<file path="src/rtl/io_arb_pkg.sv">
// Shared types for the I/O-bridge round-robin arbiter.
package io_arb_pkg;

    typedef enum logic [1:0] {
        IDLE      = 2'd0,
        WAIT_ACK  = 2'd1,
        WAIT_NACK = 2'd2
    } state_e;

    localparam logic [7:0] ERR_SAT = 8'hFF;

endpackage

</file>
<file path="src/rtl/io_rr_pick.sv">
// Combinational round-robin picker: first valid request at or after ptr_i, wrapping modulo NREQ.
module io_rr_pick #(
    parameter int NREQ = 4,
    parameter int PW   = (NREQ > 1) ? $clog2(NREQ) : 1
) (
    input  logic [NREQ-1:0] req_i,
    input  logic [PW-1:0]   ptr_i,
    output logic [NREQ-1:0] gnt_o,
    output logic [PW-1:0]   idx_o,
    output logic            any_o
);

    logic [PW-1:0] cand;

    always_comb begin
        idx_o = '0;
        cand  = '0;
        gnt_o = '0;
        any_o = |req_i;
        // Walk from the farthest offset down so the nearest valid candidate wins.
        for (int i = NREQ - 1; i >= 0; i--) begin
            cand = PW'((int'(ptr_i) + i) % NREQ);
            if (req_i[cand]) idx_o = cand;
        end
        if (any_o) gnt_o[idx_o] = 1'b1;
    end

endmodule

</file>
<file path="src/rtl/io_bus_arbiter.sv">
// Round-robin arbiter sharing one Wishbone-classic master port among NREQ requesters,
// with per-transaction timeout that turns a missing device ack into an error.
module io_bus_arbiter
    import io_arb_pkg::*;
#(
    parameter int NREQ    = 4,
    parameter int TIMEOUT = 255,
    parameter int CNTW    = 16
) (
    input  logic               clk_i,
    input  logic               rst_i,
    input  logic [NREQ-1:0]    s_cyc_i,
    input  logic [NREQ-1:0]    s_stb_i,
    input  logic [NREQ-1:0]    s_we_i,
    input  logic [4*NREQ-1:0]  s_sel_i,
    input  logic [32*NREQ-1:0] s_adr_i,
    input  logic [32*NREQ-1:0] s_dat_i,
    output logic [NREQ-1:0]    s_ack_o,
    output logic [NREQ-1:0]    s_err_o,
    output logic [31:0]        s_dat_o,
    output logic               m_cyc_o,
    output logic               m_stb_o,
    input  logic               m_ack_i,
    output logic               m_we_o,
    output logic [3:0]         m_sel_o,
    output logic [31:0]        m_adr_o,
    output logic [31:0]        m_dat_o,
    input  logic [31:0]        m_dat_i,
    output logic [NREQ-1:0]    gnt_o,
    output logic [7:0]         err_cnt_o
);

    localparam int PW = (NREQ > 1) ? $clog2(NREQ) : 1;

    state_e            state_q;
    logic [PW-1:0]     ptr_q, idx_q, ptr_d;
    logic [CNTW-1:0]   tocnt_q;
    logic [NREQ-1:0]   gnt_q, ack_q, err_q;
    logic [31:0]       sdat_q, madr_q, mdat_q;
    logic              mcyc_q, mstb_q, mwe_q;
    logic [3:0]        msel_q;
    logic [7:0]        errcnt_q;

    logic [NREQ-1:0]   req_v, pick_gnt;
    logic [PW-1:0]     pick_idx;
    logic              pick_any;

    assign req_v = s_cyc_i & s_stb_i;

    io_rr_pick #(.NREQ(NREQ), .PW(PW)) u_pick (
        .req_i (req_v),
        .ptr_i (ptr_q),
        .gnt_o (pick_gnt),
        .idx_o (pick_idx),
        .any_o (pick_any)
    );

    // Search restarts just past whoever was served last.
    assign ptr_d = (idx_q == PW'(NREQ - 1)) ? '0 : idx_q + PW'(1);

    always_ff @(posedge clk_i or posedge rst_i) begin
        if (rst_i) begin
            state_q  <= IDLE;
            ptr_q    <= '0;
            idx_q    <= '0;
            tocnt_q  <= '0;
            gnt_q    <= '0;
            ack_q    <= '0;
            err_q    <= '0;
            sdat_q   <= '0;
            mcyc_q   <= 1'b0;
            mstb_q   <= 1'b0;
            mwe_q    <= 1'b0;
            msel_q   <= '0;
            madr_q   <= '0;
            mdat_q   <= '0;
            errcnt_q <= '0;
        end else begin
            case (state_q)
                IDLE: begin
                    if (!m_ack_i && pick_any) begin
                        gnt_q   <= pick_gnt;
                        idx_q   <= pick_idx;
                        mcyc_q  <= 1'b1;
                        mstb_q  <= 1'b1;
                        mwe_q   <= s_we_i[pick_idx];
                        msel_q  <= s_sel_i[4*pick_idx +: 4];
                        madr_q  <= s_adr_i[32*pick_idx +: 32];
                        mdat_q  <= s_dat_i[32*pick_idx +: 32];
                        tocnt_q <= '0;
                        state_q <= WAIT_ACK;
                    end
                end
                WAIT_ACK: begin
                    if (m_ack_i) begin
                        ack_q   <= gnt_q;
                        sdat_q  <= m_dat_i;
                        mcyc_q  <= 1'b0;
                        mstb_q  <= 1'b0;
                        mwe_q   <= 1'b0;
                        state_q <= WAIT_NACK;
                    end else if (!s_cyc_i[idx_q]) begin
                        mcyc_q  <= 1'b0;
                        mstb_q  <= 1'b0;
                        mwe_q   <= 1'b0;
                        gnt_q   <= '0;
                        ptr_q   <= ptr_d;
                        state_q <= IDLE;
                    end else if (tocnt_q == CNTW'(TIMEOUT - 1)) begin
                        err_q   <= gnt_q;
                        mcyc_q  <= 1'b0;
                        mstb_q  <= 1'b0;
                        mwe_q   <= 1'b0;
                        if (errcnt_q != ERR_SAT) errcnt_q <= errcnt_q + 8'd1;
                        state_q <= WAIT_NACK;
                    end else begin
                        tocnt_q <= tocnt_q + CNTW'(1);
                    end
                end
                WAIT_NACK: begin
                    if (!s_stb_i[idx_q]) begin
                        ack_q   <= '0;
                        err_q   <= '0;
                        sdat_q  <= '0;
                        ptr_q   <= ptr_d;
                        gnt_q   <= '0;
                        state_q <= IDLE;
                    end
                end
                default: begin
                    mcyc_q  <= 1'b0;
                    mstb_q  <= 1'b0;
                    mwe_q   <= 1'b0;
                    ack_q   <= '0;
                    err_q   <= '0;
                    gnt_q   <= '0;
                    state_q <= IDLE;
                end
            endcase
        end
    end

    assign s_ack_o   = ack_q;
    assign s_err_o   = err_q;
    assign s_dat_o   = sdat_q;
    assign m_cyc_o   = mcyc_q;
    assign m_stb_o   = mstb_q;
    assign m_we_o    = mwe_q;
    assign m_sel_o   = msel_q;
    assign m_adr_o   = madr_q;
    assign m_dat_o   = mdat_q;
    assign gnt_o     = gnt_q;
    assign err_cnt_o = errcnt_q;

endmodule

</file>
<file path="config.mk">
export PLATFORM = sky130hd
export DESIGN_NAME = io_bus_arbiter
export DESIGN_NICKNAME = d
export VERILOG_FILES = /design/src/rtl/io_arb_pkg.sv /design/src/rtl/io_rr_pick.sv /design/src/rtl/io_bus_arbiter.sv
export SDC_FILE = /design/constraint.sdc
export NUM_CORES = 1
export LEC_CHECK = 0
export BUFFER_PORTS_ARGS = -buffer_cell sky130_fd_sc_hd__buf_2
export CORE_AREA = 2 2 169 171
export CTS_BUF_LIST = sky130_fd_sc_hd__clkbuf_16
export DETAILED_ROUTE_END_ITERATION = 10
export DIE_AREA = 0 0 171 173
export MAX_ROUTING_LAYER = met4
export PLACE_DENSITY = 0.54
export SETUP_SLACK_MARGIN = 0.02
export SLEW_MARGIN = 20
export SYNTH_ARGS = -nofsm -noshare
export SYNTH_HDL_FRONTEND = slang
export SYNTH_HIERARCHICAL = 1
export SYNTH_SLANG_ARGS = --single-unit
</file>
<file path="constraint.sdc">
create_clock -name clk_i -period 5.55 [get_ports clk_i]
set_input_delay 0.8325 -clock clk_i [delete_from_list [all_inputs] [get_ports clk_i]]
set_output_delay 0.8325 -clock clk_i [all_outputs]
set_load 0.1 [all_outputs]
</file>
==> impl_metrics.toml <==
[synth]
postSynthCellCount = 552
syn_area_um2 = 7720
synth_seq_cells = 144
ys_seq_area_share_pct = 46.6
yosysUniqueCellTypes = 57
ys_top_cells_by_area = "dfrtp_1 47%, mux4_2 20%, mux2_2 11%"
synth_commonest_cells = "144 x dfrtp_1, 74 x mux2_2, 70 x mux4_2, 37 x a22o_1"
synth_ff_type = "dfrtp_1"
syn_avg_cell_area_um2 = 14.0
synth_warnings = 6
yosysTopAreaCell = "dfrtp_1"
synthesis.nets = 875
async_flop_share_pct = 100
netlist.area_leader.share_pct = 46.6
synth.most_common_cell = "dfrtp_1"
synth_edf_count = 0

[global_route]
grt_pass1_vias = 7039
grt_max_degree = 97
antenna_found_initial = 6
track_usage_pct = 18.8
globalRoute.totalOverflow = 0
grt_pass1_wl_mm = 41.2

[worst_hold_path]
holdCritPathClass = "reg2reg"

[die]
start_util_pct = 28.0
die_height_um = 173
die_w_um = 171
io_pins = 442
core_um2 = 27600
rows = 61
dieArea_um2 = 29600

[timing]
period_needed_ns = 3.09
hold_viol_final = 0
setup_slack_ns = 2.46
drv_slew = 0
slew_headroom_pct = 40.3
worst_pin_slew_ns = 0.895
timing.fmax_mhz = 324
tns_ns = 0
rsz0062_at_grt = "no"
setup_viol = 0
finalCritPeriodShare_pct = 55.6
skew_ns = 0.00957

[placed_design]
gp_congestion = 0.888
dp_slack_ns = 1.98
port-buffer-count = 441
dp_hpwl_mm = 20.6
dp.cells = 1340

[worst_setup_path]
worst-path-buf-inv = 2
cp_top_family = "multiplexers"
path_cells = "buf_2 -> and2_1 -> mux2i_1 -> o22ai_1 -> a31oi_4 -> buf_12 -> mux4_2 -> mux2_2"
cp.arrival_ns = 3.38
cp_max_fo = 52
cpPeakStageDelay_ns = 0.55
critPathSlowestCell = "mux4_2"
startpoint_type = "input pin"
end_kind = "flop"
required_ns = 5.85
worstSetupPathType = "in2reg"

[drt]
wire_per_inst_um = 19.2
drtAntennaViolNets = 0
vias = 6644
detail_route.wirelength_mm = 26.5
drt_pass1_iterations = 4
vias_per_cell = 4.82
drt_iter0_drc = 259
remaining_drc_errors = 0

[cts]
cts_resized = 0
cts_buffers = 17
htree_levels = 4
postCtsSetupBuffers = 0
cts_hold_buf = 0
clock_sinks = 144
insertion_delay_ns = 0.42
cts_root_buf = "clkbuf_16"
cts_tree = "yes"
clk_path_buf_depth = 2
clkTransAtPathRegs_ns = 0.06

[power_and_ir_drop]
powerDensity_nw_per_um2 = 661
leakagePower_nw = 5.27
irDropWorstVdd_mv = 0.460

[finish]
area_growth_pct = 41.6
fin_nets = 1305
fillers = 2738
finalNonFillerCells = 1378
layout-drive-gt1-share_pct = 64.6
regArea_um2 = 3600
multi_input_area_um2 = 3890

[flow_run]
maxCapViolations = 0

[outcome]
status = "complete, no violations"
-- cell type report --
class	count	area share [%]
multi-input cells	352	35.6
flip-flops and latches	144	32.9
repair buffers	451	21.2
well taps	378	4.32
clock buffers	17	3.89
clock inverters	15	1.37
inverters	16	0.595
diodes	5	0.114
-- state kept, by name, indices dropped and copies added (netlist names) --
signal,count
m_we_o,1
m_adr_o,32
tocnt_q,16
m_stb_o,1
s_dat_o,32
m_sel_o,4
err_cnt_o,8
idx_q,2
m_dat_o,32
gnt_o,4
state_q,2
s_err_o,4
ptr_q,2
s_ack_o,4
-- layer usage --
| layer | GRT usage, % | share of wire [%] |
|---|---|---|
| met5 | - | 0 |
| met4 | 5.65 | 2.2 |
| met3 | 5.06 | 6.5 |
| met2 | 31.4 | 51 |
| met1 | 22.2 | 40 |
-- cells by family after synthesis --
kind of cell	after synthesis	share of synthesized area [%]
DFF	144	46.6
and+or+nand+nor	94	7.11
muxes	148	31.9
adders and majority gates	4	0.648
AOI/OAI and AO/OA	98	9.36
buffers and inverters	56	3.40
xor gates and xnor gates	8	0.907
-- worst paths after layout --
check                           start           to  slack (ns)  cells past startpoint
hold reg to reg            s_dat_o[6]   s_dat_o[6]        0.49                      1
setup / recovery           s_stb_i[2]  m_dat_o[17]        2.46                      8
max in group asynchronous       rst_i  s_dat_o[14]        3.71                      3
min in group asynchronous       rst_i  s_dat_o[18]        0.58                      2
hold / removal             s_dat_o[6]   s_dat_o[6]        0.49                      1
setup reg to reg             ptr_q[1]  m_dat_o[17]        2.64                      6
-- power breakdown --
group | leakage (nW) | switching [mW] | total (mW) | internal (mW)
registers | 1.81 | 0.250 | 1.69 | 1.44
clock network | 0.279 | 0.536 | 1.13 | 0.598
logic | 3.17 | 3.47 | 4.41 | 0.949
-- layout by cell type, fill, tap and decap left out, types with 4 or more instances in the layout --
cell       count
inv_8          4
clkbuf_16     17
dfrtp_1      144
diode_2        5
o21ai_0       17
mux2_2        74
and4_1         4
xnor2_1        5
nand3_1       10
buf_2        441
a21oi_1        7
a22o_1        37
inv_1         15
mux4_2        70
buf_4          7
nor3_1         6
nand2_1       21
nor2_1        11
nand4_1        8
clkinv_4       4
inv_6          4
and3_1         4
and2_1         8
o21ai_1        8
ha_1           4
-- stage by stage --
stage	hold WS (ns)	power (mW)	utilization [%]	cell area (µm²)
final	0.494	7.24	39.6	10900
after global routing	0.507	7.55	39.6	10900
after CTS	0.496	7.32	39.5	10900
after detailed placement	0.476	6.14	37.4	10300
after global placement	0.470	6.12	37.4	10300
after floorplan	0.474	5.30	-	7720
(Power assumes the default switching activity.)
